--- src/rtl/hazard_unit.sv ---
// Hazard unit for a 5-stage pipeline: tracks E/M/W in shadow registers and drives stall,
// flush and forwarding controls. Define HAZARD_FORWARD_EN for bypassing; otherwise RAW stalls.
module hazard_unit #(
  parameter int unsigned CNT_W = 16
) (
  input  logic             clk,
  input  logic             reset,
  input  logic [3:0]       RA1D,
  input  logic [3:0]       RA2D,
  input  logic             UseA1D,
  input  logic             UseA2D,
  input  logic [3:0]       WA3D,
  input  logic             RegWriteD,
  input  logic             MemtoRegD,
  input  logic             PCWriteD,
  output logic [1:0]       ForwardAE,
  output logic [1:0]       ForwardBE,
  output logic             StallF,
  output logic             StallD,
  output logic             FlushD,
  output logic             FlushE,
  output logic [CNT_W-1:0] StallCnt
);

  typedef struct packed {
    logic       valid;
    logic [3:0] wa3;
    logic       regwrite;
    logic       memtoreg;
    logic       pcwrite;
  } stage_t;

  // R15 reads return PC+8, so no stage ever supplies it.
  function automatic logic writes_reg(input stage_t s, input logic [3:0] n);
    return s.valid & s.regwrite & (s.wa3 == n) & (n != 4'd15);
  endfunction

  stage_t           e_q, e_d, m_q, w_q;
  logic [3:0]       e_ra1_q, e_ra1_d, e_ra2_q, e_ra2_d;
  logic             e_usea1_q, e_usea1_d, e_usea2_q, e_usea2_d;
  logic             valid_d_q, valid_d_d;
  logic [CNT_W-1:0] cnt_q, cnt_d;
  logic             hazard_stall, pc_pend, pc_redir_w;

`ifdef HAZARD_FORWARD_EN
  function automatic logic [1:0] fwd_sel(input logic use_src, input logic [3:0] src,
                                         input stage_t m, input stage_t w);
    if (use_src && writes_reg(m, src)) return 2'b10;
    if (use_src && writes_reg(w, src)) return 2'b01;
    return 2'b00;
  endfunction

  // Only a load in E cannot be bypassed in time.
  assign hazard_stall = valid_d_q & e_q.memtoreg &
                        ((UseA1D & writes_reg(e_q, RA1D)) | (UseA2D & writes_reg(e_q, RA2D)));
  assign ForwardAE    = fwd_sel(e_usea1_q, e_ra1_q, m_q, w_q);
  assign ForwardBE    = fwd_sel(e_usea2_q, e_ra2_q, m_q, w_q);

  logic unused_shadow;
  assign unused_shadow = ^{m_q.memtoreg, w_q.memtoreg};
`else
  function automatic logic pending_write(input logic use_src, input logic [3:0] src,
                                         input stage_t e, input stage_t m, input stage_t w);
    return use_src & (writes_reg(e, src) | writes_reg(m, src) | writes_reg(w, src));
  endfunction

  // Without bypassing, D waits until every older producer has left W.
  assign hazard_stall = valid_d_q & (pending_write(UseA1D, RA1D, e_q, m_q, w_q) |
                                     pending_write(UseA2D, RA2D, e_q, m_q, w_q));
  assign ForwardAE    = 2'b00;
  assign ForwardBE    = 2'b00;

  logic unused_shadow;
  assign unused_shadow = ^{e_q.memtoreg, m_q.memtoreg, w_q.memtoreg,
                           e_ra1_q, e_ra2_q, e_usea1_q, e_usea2_q};
`endif

  assign pc_pend    = (valid_d_q & PCWriteD) | (e_q.valid & e_q.pcwrite) |
                      (m_q.valid & m_q.pcwrite);
  assign pc_redir_w = w_q.valid & w_q.pcwrite;

  // A pending redirect overrides a stall: the Decode instruction is discarded instead.
  assign FlushD   = pc_pend | pc_redir_w;
  assign StallF   = (hazard_stall | pc_pend) & ~pc_redir_w;
  assign StallD   = hazard_stall & ~FlushD;
  assign FlushE   = hazard_stall | pc_redir_w | ~valid_d_q;
  assign StallCnt = cnt_q;

  always_comb begin
    e_d       = '0;
    e_ra1_d   = '0;
    e_ra2_d   = '0;
    e_usea1_d = 1'b0;
    e_usea2_d = 1'b0;
    if (!FlushE) begin
      e_d.valid    = valid_d_q;
      e_d.wa3      = WA3D;
      e_d.regwrite = RegWriteD;
      e_d.memtoreg = MemtoRegD;
      e_d.pcwrite  = PCWriteD;
      e_ra1_d      = RA1D;
      e_ra2_d      = RA2D;
      e_usea1_d    = UseA1D;
      e_usea2_d    = UseA2D;
    end

    valid_d_d = 1'b1;
    if (FlushD) begin
      valid_d_d = 1'b0;
    end else if (StallD) begin
      valid_d_d = valid_d_q;
    end

    cnt_d = cnt_q;
    if (StallD && (cnt_q != '1)) begin
      cnt_d = cnt_q + {{(CNT_W-1){1'b0}}, 1'b1};
    end
  end

  always_ff @(posedge clk) begin
    if (reset) begin
      valid_d_q <= 1'b0;
      e_q       <= '0;
      m_q       <= '0;
      w_q       <= '0;
      e_ra1_q   <= '0;
      e_ra2_q   <= '0;
      e_usea1_q <= 1'b0;
      e_usea2_q <= 1'b0;
      cnt_q     <= '0;
    end else begin
      valid_d_q <= valid_d_d;
      e_q       <= e_d;
      m_q       <= e_q;
      w_q       <= m_q;
      e_ra1_q   <= e_ra1_d;
      e_ra2_q   <= e_ra2_d;
      e_usea1_q <= e_usea1_d;
      e_usea2_q <= e_usea2_d;
      cnt_q     <= cnt_d;
    end
  end

endmodule

--- config.mk ---
export PLATFORM = sky130hd
export DESIGN_NAME = hazard_unit
export DESIGN_NICKNAME = d
export VERILOG_FILES = /design/src/rtl/hazard_unit.sv
export SDC_FILE = /design/constraint.sdc
export NUM_CORES = 1
export LEC_CHECK = 0
export ABC_AREA = 0
export CORE_UTILIZATION = 40
export CTS_CLUSTER_SIZE = 12
export DETAILED_ROUTE_END_ITERATION = 12
export MAX_ROUTING_LAYER = met4
export PLACE_DENSITY = 0.76
export SLEW_MARGIN = 20
export SYNTH_ARGS = -nofsm -noshare
export SYNTH_HDL_FRONTEND = slang
export SYNTH_SLANG_ARGS = --single-unit
--- constraint.sdc ---
create_clock -name clk -period 2.3 [get_ports clk]
set_input_delay 0.345 -clock clk [delete_from_list [all_inputs] [get_ports clk]]
set_output_delay 0.345 -clock clk [all_outputs]
set_load 0.01 [all_outputs]
==> results of run 1 <==
[synthesized netlist by cell type (all sizes together)]
master,count
and4,1
xor2,15
or4,7
mux2,4
o21ai,3
clkbuf,3
inv,10
o31a,1
or3,3
o31ai,6
a222oi,1
a41oi,1
nor4b,2
a221oi,1
conb,1
or2,3
nand4,7
a211oi,1
o41ai,1
nor4,3
nand3b,1
dfxtp,38
a21boi,1
buf,10
o21ba,1
xnor2,9
and2,2
nor3b,1
or4b,1
or3b,1
nand2b,1
nand2,9
nor3,7
nor2,15
a21oi,11
nand3,13
ha,1
and3,1
nor2b,19
[repair_timing]
action / 4_1_cts / 5_1_grt
buffers inserted: 5 / 0
resized for setup: 21 / 29
endpoints found under the setup margin: 11 / 17
pin swaps: 4 / 11
endpoints found under the hold margin: 0 / 0
[area by class of cell]
class                      instances  area [um2]
clock buffer                       5        68.8
clock inverter                     3        40.0
tap                               52        65.1
inverter                          10        37.5
timing repair buffer              61         544
sequential                        38         767
multi-input combinational        158        1100
fill                             405        1820
[kinds of logic (layout without fill, tap and decap cells)]
group,Yosys count,count (layout),synth area share (%)
AND/OR/NAND/NOR,97,97,28.9
XOR/XNOR,24,24,11.1
flip-flops,38,38,40.2
other,1,4,0.198
multiplexers,4,4,2.38
buffers and inverters,23,79,6.54
adder cells (fa/ha/maj),1,1,0.661
AO/OA/AOI/OAI,28,28,10.0
[sequential cells by signal, indices dropped and copies added (netlist names)]
name / flops
m_q: 7
w_q: 7
valid_d_q: 1
StallCnt: 16
e_q: 7
[critical path: stages (launching register included)]
cell and delay, ns:
sky130_fd_sc_hd__dfxtp_1 0.36, sky130_fd_sc_hd__xor2_2 0.20, sky130_fd_sc_hd__nor3_2 0.18, sky130_fd_sc_hd__nand4_1 0.12, sky130_fd_sc_hd__a21oi_2 0.17, sky130_fd_sc_hd__a211oi_2 0.06, sky130_fd_sc_hd__buf_6 0.14, sky130_fd_sc_hd__buf_4 0.13
sky130_fd_sc_hd__buf_4 0.15, sky130_fd_sc_hd__nor4_1 0.29, sky130_fd_sc_hd__mux2_2 0.36
[final timing paths]
kind | from | end | slack (ns) | cells after the start
worst min-delay path | e_q[0]$_SDFF_PP0_ | m_q[0]$_SDFF_PP0_ | 0.47 | 1
worst max register to register | w_q[5]$_SDFF_PP0_ | StallCnt[15]$_SDFFE_PP0P_ | 0.04 | 10
worst max-delay path | w_q[5]$_SDFF_PP0_ | StallCnt[15]$_SDFFE_PP0P_ | 0.04 | 10
worst min register to register | e_q[0]$_SDFF_PP0_ | m_q[0]$_SDFF_PP0_ | 0.47 | 1
[stage by stage]
stage | setup slack [ns] | power [mW] | area, um2 | instances | hold slack [ns]
3_5_place_dp | -0.597 | 0.837 | 2400 | 314 | 0.460
5_1_grt | -0.0428 | 1.44 | 2630 | 327 | 0.489
2_1_floorplan | 0.338 | 0.770 | 1900 | 219 | 0.438
6_report | 0.0400 | 1.39 | 2630 | 327 | 0.471
4_1_cts | 0.0268 | 1.39 | 2540 | 327 | 0.472
3_3_place_gp | -0.578 | 0.835 | 2400 | 314 | 0.455
[routing by layer]
metal  GRT usage [%]  vias to the layer above
met1            22.2                      811
met2            32.3                       31
met3            4.42                        8
met5               -                        -
met4            8.89                        0
li1                -                      871
[report_power, final]
part	internal, mW	switching [mW]	total [mW]
clock	0.319	0.238	0.558
sequential	0.670	0.0116	0.682
combinational	0.0722	0.0747	0.147
total	1.06	0.325	1.39
==> reports/summary.md, run 1 <==
Along the worst path, the maximum fanout reaches 6. For this configuration, the core starts out at a cell density of 42.6%. For the achievable frequency, the log shows 0.442 GHz.

The routability congestion estimate from global placement was 0.947. The number of iterations in the first detailed-routing pass was 6; the average instance area after synthesis was 8.76 um2. The area share of the largest cell type after synthesis is 40.2%.

Setup repair after global routing could not meet its margin everywhere. The run finished with clean final reports. By area the synthesized netlist is led by sky130_fd_sc_hd__dfxtp_1 (40%), sky130_fd_sc_hd__xor2_1 (6.9%), sky130_fd_sc_hd__nor2b_1 (6.3%), sky130_fd_sc_hd__xnor2_1 (4.2%), sky130_fd_sc_hd__nand3_1 (3.4%). The number of endpoints with negative hold slack in the final report was 0. The total die area was 5010 um2. After detailed routing, no signal wire sits above met4. In the final layout, the share of cells above drive strength 1 is 24.0%.

Path category of the worst min-delay check: flip-flop to flip-flop. After detailed routing, the number of remaining DRC violations is 0. The sum of overflow across all layers after global routing was 0; the worst slew slack as a fraction of its limit was 49.3%. Of the synthesized area, sequential elements account for 40.2%.

The number of global-route vias before repair is 1640. The total track usage came out at 19.4%. After legalization and detailed placement, the total HPWL measured 3090 um. Leaving out fill and tap cells, the most frequent cell in the layout is sky130_fd_sc_hd__dfxtp_1. The post-route minimum period works out to 2.26 ns. The run gives 0 as the count of hold-fix buffers inserted at cts. The number of unique standard cell types used by synthesis was 42. Entering global routing, the biggest net connects 22 pins. After detailed routing, the met2 layer carries 2260 um of wire. Max-slew violation count: 0.

The critical setup path kind is flip-flop to flip-flop. The number of I/O pins was 43. Setup violations remaining at the end of the flow were counted as 0. The floorplan step set the die width to 70.8 um. For the summed instance area of the synthesized netlist, the log shows 1890 um2. The total routed wirelength was 4490 um.

The library cells used most frequently in the layout, excluding fill and tap cells, are sky130_fd_sc_hd__dfxtp_1 (33), sky130_fd_sc_hd__clkdlybuf4s50_1 (25), sky130_fd_sc_hd__buf_4 (21). The tree is rooted in a sky130_fd_sc_hd__clkbuf_8. For the placeable core region, the log shows 4440 um2. The tools report the endpoint arrival time on the critical path as 2.44 ns. The cell taking the most area after synthesis was sky130_fd_sc_hd__dfxtp_1. STA classifies the critical path endpoint as a flip-flop. The clock tree synthesis step divided the H-tree into 2 levels. In the finished design, the share of the clock period the worst path needs comes to 98.3%. For the total of max-cap violations, the log shows 0. In this run the static leakage power is 1.02 nW. The detailed router put a total of 2000 um of wire on met1.

The count of yosys warnings during synthesis was 0; the total via count in the routed design was 1721. The register bit total from synthesis is 38. The clock transition at the register clock pins on the worst setup and hold paths after CTS is 0.07 ns, and the placement row count is 24. After routing, the total negative slack on setup checks comes to 0 ns. After the last flow step, the layout net total stands at 294.

The power per unit of standard cell area was 528 nW/um2. At the pin with the least slew margin, the transition time is 0.757 ns. The required time of the worst setup path was 2.48 ns; the via density per instance was 5.26. The DRC marker count from the first detailed-route iteration was 135; the detailed route wirelength on metal3 was 136 um. The count of input and output buffers is 37, and the count of nets left with antenna violations after detail routing is 0. At the later pin of the worst-skew pair, clock insertion delay measures 0.29 ns.

The post-detailed-route wirelength per cell was 13.7 um. For the wire length of the first global-routing pass, the log shows 7370 um. Worst voltage drop across the vdd grid: 0.249 mV. The clock passes through at most 2 buffers. The run gives 5 as the total CTS buffers.

The tools report the number of instances in the synthesized netlist as 216. Clock skew on the completed layout was measured at 0.0101 ns. The tools report the initial antenna violation count as 0.

STA classifies the critical path startpoint as a flip-flop. TritonCTS built the clock tree. The area growth from synthesis to layout is 38.7%. From bottom edge to top edge, the die measures 70.8 um. CTS saw 38 sinks. The final core utilization was 59.1%. The tools report the final antenna diode count as 0.
No activity file was read; power rests on OpenSTA's default activity.
==> run 2: changes to the inputs <==
--- a/config.mk
+++ b/config.mk
@@ -6,6 +6,7 @@
 export NUM_CORES = 1
 export LEC_CHECK = 0
 export ABC_AREA = 0
+export CORE_MARGIN = 5
 export CORE_UTILIZATION = 40
 export CTS_CLUSTER_SIZE = 12
 export DETAILED_ROUTE_END_ITERATION = 12
==> run 2 against run 1 <==
Wire length fell by 4.7%. Register-to-register slack improved by 0.06 ns. Critical path depth did not move. Flip-flop and latch count did not move. Combinational power fell by 3%. Via count fell by 0.23%. Cell count rose by 0.61%. Non-clock buffer count did not move. First-iteration DRC count rose by 20%. Global-route usage fell by 4.7 points. Critical path type is now primary input to flip-flop.
==> reports/summary.md, run 2 (synthesis gave the netlist of run 1 again) <==
The count of nets left with antenna violations after detail routing was 0 (unchanged). The logs give 1717 (was 1721) for the total via count in the routed design and 0.881 (was 0.947) for the routability congestion estimate from global placement. The placement row count is 25 (was 24), and the maximum clock skew at final layout is 0.00918 ns (was 0.0101 ns). The worst slack after detailed placement is -0.596 ns (was -0.597 ns), and the number of standard cells in the layout, taps in and fillers out is 329 (was 327). The via density per instance was 5.22 (was 5.26). The count of input and output buffers works out to 37 (unchanged).

Setup repair after global routing could not meet its margin everywhere. The critical-path maximum fanout works out to 11 (was 6). The fraction of layout cells with a size suffix above 1 came out at 19.3% (was 24.0%).

The leading cell type in the layout, fill and taps excluded was sky130_fd_sc_hd__dfxtp_1 (unchanged). The horizontal die dimension is 78.8 um (was 70.8 um). Path category of the worst min-delay check: flip-flop to flip-flop (unchanged). The logs give 0.0992 ns (was 0.0400 ns) for the smallest setup slack after layout and 2.51 ns (was 2.48 ns) for the required time of the worst setup path. For the DRC marker count from the first detailed-route iteration, the log shows 162 (was 135). The tools report the startpoint type of the worst setup path as a primary input (was a flip-flop).

The worst voltage drop across the vdd grid was 0.458 mV (was 0.249 mV). The tools report the endpoint kind of the worst setup timing path as a flip-flop (unchanged). Most frequent cells in the layout: sky130_fd_sc_hd__dfxtp_1 (35), sky130_fd_sc_hd__clkdlybuf4s50_1 (25), sky130_fd_sc_hd__buf_4 (23) (was sky130_fd_sc_hd__dfxtp_1 (33), sky130_fd_sc_hd__clkdlybuf4s50_1 (25), sky130_fd_sc_hd__buf_4 (21)). For the static leakage, the log shows 1.01 nW (was 1.02 nW).

The power per unit of standard cell area is 580 nW/um2 (was 528 nW/um2), and the count of H-tree levels built during CTS is 2 (unchanged). The flip-flop count of the largest register after layout is 16 (unchanged), and the effective utilization at floorplan is 40.6% (was 42.6%). Maximum number of pins on one net before global-route repair: 17 (was 22). The maximum single-stage delay on the critical path was 0.53 ns (was 0.36 ns). The root buffer cell was sky130_fd_sc_hd__clkbuf_8 (unchanged). Cells traversed along the worst timing path: clkdlybuf4s15_1, xor2_1, nor3_1, nand4_1, a21oi_2, a211oi_2, buf_4, buf_6, or4_4, a221oi_2 (was xor2_2, nor3_2, nand4_1, a21oi_2, a211oi_2, buf_6, buf_4, buf_4, nor4_1, mux2_2). The post-detailed-placement half-perimeter wirelength came out at 3260 um (was 3090 um). The area added between synthesis and finish works out to 36.9% (was 38.7%).

The post-detailed-route wirelength per cell is 13.0 um (was 13.7 um), and the number of iterations in the first detailed-routing pass is 4 (was 6). The tools report the placement-stage cell area as 2420 um2 (was 2400 um2). The final core utilization is 55.6% (was 59.1%).

The setup TNS is 0 ns (unchanged), and the final antenna diode count is 0 (unchanged). The total routed wirelength was 4280 um (was 4490 um); the buffering stage count on the worst path with inverters included was 3 (unchanged). The endpoint arrival time on the critical path came out at 2.41 ns (was 2.44 ns). The critical-path cell with the highest stage delay is sky130_fd_sc_hd__or4_4 (was sky130_fd_sc_hd__dfxtp_1). The tools report the maximum clock insertion buffer count as 2 (unchanged).

Number of I/O pins: 43 (unchanged). The tools report the setup-violating endpoint count in the final report as 0 (unchanged). The number of endpoints with negative hold slack in the final report was 0 (unchanged); the height of the die was 78.8 um (was 70.8 um). Dominant delay contributor by cell family on the critical path: simple AND/OR/NAND/NOR gates (unchanged).

The count of fill cells added during filler insertion is 416 (was 405). The count of hold-fix buffers inserted at cts was 0 (unchanged); the number of global-route vias before repair was 1653 (was 1640). The initial antenna violation count was 0 (unchanged). The clock transition at the register clock pins on the worst setup and hold paths after CTS was 0.08 ns (was 0.07 ns).

The logs give 38 (unchanged) for the number of sinks on the clock net and 0 (unchanged) for the sum of overflow across all layers after global routing. Placeable core region: 4660 um2 (was 4440 um2). The tools report the total track usage as 14.7% (was 19.4%). The residual DRC count was 0 (unchanged); the final instance area was 2590 um2 (was 2630 um2).

The run gives 6210 um2 (was 5010 um2) as the total die area. The tools report the wire length of the first global-routing pass as 7060 um (was 7370 um). The flow ran to the end, and the final reports show no timing, DRC or antenna violations. The max-slew violation count was 0 (unchanged). The critical setup path kind was primary input to flip-flop (was flip-flop to flip-flop). The total of max-cap violations was 0 (unchanged); the post-route minimum period was 2.20 ns (was 2.26 ns). The clock insertion delay at the later pin of the skew report was 0.29 ns (about the same); the cell count after placement was 319 (was 314).

The total CTS buffers came out at 5 (unchanged). TritonCTS built the clock tree. The area of the multi-input gates is 1050 um2 (was 1100 um2), and the final period utilization is 95.7% (was 98.3%). The tools report the achievable frequency as 0.454 GHz (was 0.442 GHz). The area occupied by registers was 764 um2 (was 767 um2). The number of nets at the end of the flow came out at 294 (unchanged).
run 2: cell types whose count changed in the layout (fill, tap and decap cells not counted), sizes merged:
cell / change
bufinv: +1
dlymetal6s2s: -1
clkinv: -1
clkdlybuf4s15: +1
run 2: metrics by stage:
stage                     hold WS [ns]  total power, mW
after floorplan                  0.438            0.770
after global placement           0.449            0.837
after detailed placement         0.461            0.840
after CTS                        0.472             1.51
after global routing             0.496             1.57
final                            0.470             1.50
run 2: final timing paths:
path                                             endpoint         startpoint  cells after the start  slack [ns]
worst max register to register  StallCnt[12]$_SDFFE_PP0P_  e_q[3]$_SDFF_PP0_                      9         0.1
worst max-delay path            StallCnt[12]$_SDFFE_PP0P_            RA2D[0]                     10         0.1
worst min-delay path                    w_q[0]$_SDFF_PP0_  m_q[0]$_SDFF_PP0_                      1        0.47
worst min register to register          w_q[0]$_SDFF_PP0_  m_q[0]$_SDFF_PP0_                      1        0.47
run 2: power breakdown:
part           leakage (nW)  internal (mW)  total, mW  switching [mW]
Combinational         0.632         0.0735      0.143          0.0700
Clock                0.0683          0.434      0.680           0.245
Sequential            0.309          0.670      0.681          0.0106
Total                  1.01           1.18       1.50           0.326
run 2: final cells by class:
type	count	share of cell area (%)
clock inverters	3	2.66
flip-flops and latches	38	29.5
well taps	54	2.61
clock buffers	5	2.66
inverters	10	1.45
multi-input cells	158	40.6
repair buffers	61	20.5
run 2: per-layer routing:
| metal | wire [um] | track usage [%] | vias up |
|---|---|---|---|
| met3 | 237 | 4.65 | 7 |
| met1 | 1810 | 15.8 | 799 |
| met5 | 0 | - | - |
| li1 | - | - | 863 |
| met2 | 2170 | 25.4 | 48 |
| met4 | 55 | 5.77 | 0 |
run 2: what timing repair did:
| action | 4_1_cts | 5_1_grt |
|---|---|---|
| buffers inserted | 1 | 1 |
| resized for setup | 24 | 12 |
| endpoints found under the setup margin | 16 | 13 |
| pin swaps | 5 | 7 |
==> run 3: changes to the inputs <==
--- a/config.mk
+++ b/config.mk
@@ -5,13 +5,12 @@
 export SDC_FILE = /design/constraint.sdc
 export NUM_CORES = 1
 export LEC_CHECK = 0
-export ABC_AREA = 0
 export CORE_MARGIN = 5
 export CORE_UTILIZATION = 40
 export CTS_CLUSTER_SIZE = 12
 export DETAILED_ROUTE_END_ITERATION = 12
 export MAX_ROUTING_LAYER = met4
-export PLACE_DENSITY = 0.76
+export PLACE_DENSITY_LB_ADDON = 0.3
 export SLEW_MARGIN = 20
 export SYNTH_ARGS = -nofsm -noshare
 export SYNTH_HDL_FRONTEND = slang
==> run 3 against run 2 <==
Register-to-register slack about the same. Die area unchanged. Fmax down 0.62%. Worst hold slack worse by 0.0083 ns. Wire length up 1.4%. Flip-flop and latch count unchanged. Global-route usage up 0.79 points. Clock skew about the same. Combinational power about the same. Critical path type is now flip-flop to flip-flop. Critical endpoint unchanged. Largest cell class unchanged.
==> reports/summary.md, run 3 (synthesis gave the netlist of run 1 again) <==
The flow ran to the end, and the final reports show no timing, DRC or antenna violations. The tools report the startpoint type of the worst setup path as a flip-flop (was a primary input). The fraction of layout cells with a size suffix above 1 is 18.5% (was 19.3%).

Reg-to-reg critical path startpoint: e_q[6]$_SDFF_PP0_ (was e_q[3]$_SDFF_PP0_). The run gives 0 (unchanged) as the max-slew violation count. The origin of the worst min-delay path was m_q[0]$_SDFF_PP0_ (unchanged). The number of nets at the end of the flow is 294 (unchanged). The total die area was 6210 um2 (unchanged). The tools report the sum of overflow across all layers after global routing as 0 (unchanged). The number of sinks on the clock net was 38 (unchanged); the residual DRC count was 0 (unchanged). The placement-stage cell area is 2420 um2 (unchanged), and the final period utilization is 96.3% (was 95.7%). The tools report the count of H-tree levels built during CTS as 2 (unchanged). The endpoint kind of the worst setup timing path was a flip-flop (unchanged). The setup-violating endpoint count in the final report came out at 0 (unchanged). Setup repair after global routing could not meet its margin everywhere.

The run gives 15.5% (was 14.7%) as the total track usage. The power share of the clock group is 40.1% (was 45.2%). The maximum single-stage delay on the critical path was 0.54 ns (was 0.53 ns); the cell count of the worst reg-to-reg path was 9 (unchanged). The number of standard cells in the layout, taps in and fillers out is 329 (unchanged). The number of iterations in the first detailed-routing pass came out at 4 (unchanged). For the wire length of the first global-routing pass, the log shows 7380 um (was 7060 um).

The tools report the required time of the worst setup path as 2.49 ns (was 2.51 ns). The initial antenna violation count is 0 (unchanged), and the count of input and output buffers is 37 (unchanged). Height of the die: 78.8 um (unchanged).

The run gives 43 (unchanged) as the number of I/O pins. The critical setup path kind was flip-flop to flip-flop (was primary input to flip-flop). The horizontal die dimension came out at 78.8 um (unchanged).

The via density per instance is 5.09 (was 5.22). The switching share of power came out at 22.4% (was 21.7%). The leading cell type in the layout, fill and taps excluded was sky130_fd_sc_hd__dfxtp_1 (unchanged). The run gives 0 (unchanged) as the total of max-cap violations.

Maximum number of pins on one net before global-route repair: 16 (was 17). Critical-path cell with the highest stage delay: sky130_fd_sc_hd__or4_4 (unchanged). The power per unit of standard cell area was 529 nW/um2 (was 580 nW/um2); the clock transition at the register clock pins on the worst setup and hold paths after CTS was 0.08 ns (about the same). The total CTS buffers was 5 (unchanged); the DRC marker count from the first detailed-route iteration was 79 (was 162).

The clock insertion delay at the later pin of the skew report is 0.29 ns (about the same), and the critical-path maximum fanout is 15 (was 11). The path category of the worst min-delay check is flip-flop to flip-flop (unchanged). The run gives 1.07 mW (was 1.18 mW) as the internal power component. Cells traversed along the worst timing path: xor2_1, nor3_1, nand4_1, a21oi_2, a211oi_2, buf_6, buf_12, or4_4, a221oi_2 (was clkdlybuf4s15_1, xor2_1, nor3_1, nand4_1, a21oi_2, a211oi_2, buf_4, buf_6, or4_4, a221oi_2).

The worst-margin pin slew works out to 0.528 ns. The run gives 10.3% (was 9.5%) as the combinational fraction of design power. The run gives 1.01 nW (about the same) as the static leakage. Most frequent cells in the layout: sky130_fd_sc_hd__dfxtp_1 (37), sky130_fd_sc_hd__clkdlybuf4s50_1 (25), sky130_fd_sc_hd__buf_4 (22) (was sky130_fd_sc_hd__dfxtp_1 (35), sky130_fd_sc_hd__clkdlybuf4s50_1 (25), sky130_fd_sc_hd__buf_4 (23)). Total via count in the routed design: 1675 (was 1717).

The post-route minimum period was 2.21 ns (was 2.20 ns). The area added between synthesis and finish was 37.0% (was 36.9%); the net switching power of the design was 0.308 mW (was 0.326 mW). The placement row count is 25 (unchanged).

Routability congestion estimate from global placement: 0.832 (was 0.881). The smallest setup slack after layout is 0.0854 ns (was 0.0992 ns), and the maximum clock skew at final layout is 0.00891 ns (was 0.00918 ns). TritonCTS built the clock tree. The internal reg-to-reg setup slack came out at 0.09 ns (was 0.1 ns). The post-detailed-placement half-perimeter wirelength is 3230 um (was 3260 um). The endpoint arrival time on the critical path was 2.41 ns (about the same); the post-detailed-route wirelength per cell was 13.2 um (was 13.0 um). The count of fill cells added during filler insertion came out at 429 (was 416).

The tools report the beginning of the critical path as e_q[6]$_SDFF_PP0_ (was RA2D[0]). The maximum clock insertion buffer count is 2 (unchanged). The reg-to-reg endpoint is StallCnt[12]$_SDFFE_PP0P_ (unchanged). The worst voltage drop across the vdd grid is 0.299 mV (was 0.458 mV), and the placeable core region is 4660 um2 (unchanged). The total chip power is 1.37 mW (was 1.50 mW). Root buffer cell: sky130_fd_sc_hd__clkbuf_8 (unchanged).

The count of nets left with antenna violations after detail routing is 0 (unchanged). The final antenna diode count came out at 0 (unchanged). The tools report the sequential share of power as 49.6% (was 45.3%).

The final core utilization is 55.7% (was 55.6%), and the number of global-route vias before repair is 1626 (was 1653). The run gives 2590 um2 (about the same) as the final instance area. Worst setup path endpoint: StallCnt[12]$_SDFFE_PP0P_ (unchanged). The cell count after placement came out at 319 (unchanged). Flip-flop count of the largest register after layout: 16 (unchanged).

The worst pin sits at a relative slew slack of 64.7%. The achievable frequency is 0.452 GHz (was 0.454 GHz), and the worst slack after detailed placement is -0.585 ns (was -0.596 ns). The effective utilization at floorplan was 40.6% (unchanged). The tools report the total routed wirelength as 4340 um (was 4280 um). The number of endpoints with negative hold slack in the final report is 0 (unchanged).
-- run 3: cell type report --
class | instances | area, um2 | area share (%)
tap | 54 | 67.6 | 2.60
clock buffer | 7 | 76.3 | 2.94
timing repair buffer | 61 | 546 | 21.0
clock inverter | 1 | 30.0 | 1.16
sequential | 38 | 762 | 29.4
inverter | 10 | 37.5 | 1.45
multi-input combinational | 158 | 1070 | 41.4
-- run 3: worst min path at each step --
stage | endpoint | slack, ns | depth (start not counted)
after floorplan | m_q[0]$_SDFF_PP0_ | 0.44 | 1
after global placement | w_q[0]$_SDFF_PP0_ | 0.45 | 1
after detailed placement | w_q[0]$_SDFF_PP0_ | 0.46 | 1
after CTS | w_q[0]$_SDFF_PP0_ | 0.47 | 1
after global routing | w_q[0]$_SDFF_PP0_ | 0.50 | 1
final | w_q[0]$_SDFF_PP0_ | 0.46 | 1
-- run 3: critical path, delay by kind of cell, from the launching register on --
kind / cells / cell delay, ns
AO/OA/AOI/OAI: 3 / 0.46
XOR/XNOR: 1 / 0.16
buffers and inverters: 2 / 0.27
flip-flops: 1 / 0.34
AND/OR/NAND/NOR: 3 / 0.88
-- run 3: what timing repair did --
item | 4_1_cts | 5_1_grt
hold buffers | 0 | 0
cloned | 0 | 0
resized for setup | 24 | 14
endpoints found under the setup margin | 13 | 12
setup buffers | 2 | 0
pin swaps | 5 | 8
-- run 3: layer usage --
layer / global-route usage (%) / wire, um
met1: 18.4 / 1940
met2: 24.2 / 2030
met3: 4.31 / 263
met4: 7.69 / 104
met5: - / 0
-- run 3: power by group through the flow --
stage                     logic [mW]  clock network [mW]  registers, mW
after floorplan               0.0775                   0          0.693
after global placement         0.142                   0          0.695
after detailed placement       0.144                   0          0.696
after CTS                      0.138               0.570          0.680
after global routing           0.156               0.608          0.682
final                          0.142               0.551          0.680
-- run 3: stage by stage --
| step | hold WS [ns] | TNS [ns] |
|---|---|---|
| 6_report | 0.462 | 0 |
| 5_1_grt | 0.498 | -0.0968 |
| 4_1_cts | 0.467 | 0 |
| 3_5_place_dp | 0.458 | -7.38 |
| 3_3_place_gp | 0.453 | -7.47 |
| 2_1_floorplan | 0.438 | 0 |
==> patch (config.mk and constraints of run 3) <==
Set the parameter `CNT_W` to 32 (it was 16).
--- a/src/rtl/hazard_unit.sv
+++ b/src/rtl/hazard_unit.sv
@@ -3,3 +3,3 @@
 module hazard_unit #(
-  parameter int unsigned CNT_W = 16
+  parameter int unsigned CNT_W = 32
 ) (
Interface: changed (resized StallCnt); port bits go from 43 to 59. No check against the original RTL was run, so the function may have changed too.
==> patch against run 3 <==
The flow now finishes with violations (negative setup slack). Core utilization up 3.5 points. Cell area up 46%. Power up 17%. Area after synthesis up 42%. Fmax down 5.4%. Worst setup slack worse by 0.13 ns. Sequential cell count up 16. Routed wire length up 68%. Clock skew down 0.0045 ns. Sequential share of layout area down 0.85 points. Sequential power up 41%. Count of clock-buffer cells in the layout down 1. Critical path type is now flop to output port.
==> patch: results (changes against run 3) <==
status=finished, violations left (was completed); failing checks=negative setup slack; Cell Count Post-Placement=472 (was 319); Avg Inst Size Synth=8.44 sq um (was 8.76 sq um); metal3 WL=300 um (was 263 um); nonclk buf count=97 (was 61); Leak Pwr=0.00133 uW (was 0.00101 uW); Post-Layout Cell Count=483 (was 329); wl on met1=3.29 mm (was 1.94 mm); CP Max Fanout=3 (was 15); first-pass GRT wire length=11.9 mm (was 7.38 mm); setup TNS=-0.0548 ns (was 0 ns); main area contributors after synthesis=dfxtp_1, xnor2_1, nand3_1 (was dfxtp_1, xor2_1, nor2b_1); FF/Latch Area=0.00108 sq mm (was 762 sq um); commonest cells in the synthesized netlist=dfxtp_1, nand3_1, a21oi_1, xnor2_1 (was dfxtp_1, nor2b_1, nor2_1, xor2_1, nand3_1); CTS Sinks=54 (was 38); vias in the first global route=2,544 (was 1,626); multi-input combinational area share=0.423 (was 0.414); multi-input logic area=0.00161 sq mm (was 0.00107 sq mm); initial DRC count=113 (was 79); PnR worst setup slack=-0.0406 ns (was 0.0854 ns); Worst Min Path Start=e_q[0]$_SDFF_PP0_ (was m_q[0]$_SDFF_PP0_); Power Sequential=957 uW (was 680 uW); Inverters=16 (was 10); maximum VDD drop=0.000212 V (was 0.000299 V); crit path DAT=2.00 ns (was 2.41 ns); drt wl/cell=15.0 um (was 13.2 um); max incr delay on CP=0.36 ns (was 0.54 ns); clk_buf instances=6 (was 7); met2 WL post-DR=3.59 mm (was 2.03 mm); Global Route Usage Sum=0.174 (was 0.155); Max Clock Skew=0.00443 ns (was 0.00891 ns); CP delay by family, top=compound AO/OA/AOI/OAI gates (was simple AND/OR/NAND/NOR gates); M3 GR Usage=0.0303 (was 0.0431); pin count of the biggest net entering global routing=32 (was 16); Final Net Count=426 (was 294); Switch Pwr=378 uW (was 308 uW); worst reg2reg path startpoint=m_q[5]$_SDFF_PP0_ (was e_q[6]$_SDFF_PP0_); #MultiIn Comb=232 (was 158); Gate Count Post-Synth=318 (was 216); met1 GRT Util=0.227 (was 0.184); max reg flops=32 (was 16); port bufs=53 (was 37); critical path's slowest cell=a211o_4 (was or4_4); Post-CTS Setup Repair Bufs=3 (was 2); fraction of final layout cells sized beyond drive strength 1=0.227 (was 0.185); placed instance area=0.00352 sq mm (was 0.00242 sq mm); Comb pwr share=0.087 (was 0.103); global placer's final weighted congestion=0.833 (was 0.832); Setup CP Type=flop to output port (was flop to flop); final setup vio count=3 (was 0); routed vias/inst=5.56 (was 5.09)
patch: cell types whose count changed after synthesis, sizes merged, moves of 7 or more:
cell           run 3  this run
nand2              9        17
xnor2              9        21
nand3             13        28
or3                3        11
xor2              15         4
o31ai              6        15
a21oi             11        23
dfxtp             38        54
clkbuf             3        10
or4                7        18
patch: worst paths after layout:
check | end | slack, ns | depth (start not counted)
worst max register to register | StallCnt[26]$_SDFFE_PP0P_ | -0.01 | 8
worst max-delay path | StallD | -0.04 | 8
worst min register to register | m_q[0]$_SDFF_PP0_ | 0.47 | 1
worst min-delay path | m_q[0]$_SDFF_PP0_ | 0.47 | 1
patch: kinds of logic (layout without fill, tap and decap cells):
logic type	after synthesis	after routing	synth area share
and+or+nand+nor	136	136	0.281
AOI/OAI and AO/OA	65	65	0.166
DFF	54	54	0.403
buffers and inverters	35	120	0.0587
xor gates and xnor gates	25	25	0.0816
adders and majority gates	1	1	0.00466
other	1	4	0.00140
muxes	1	1	0.00420
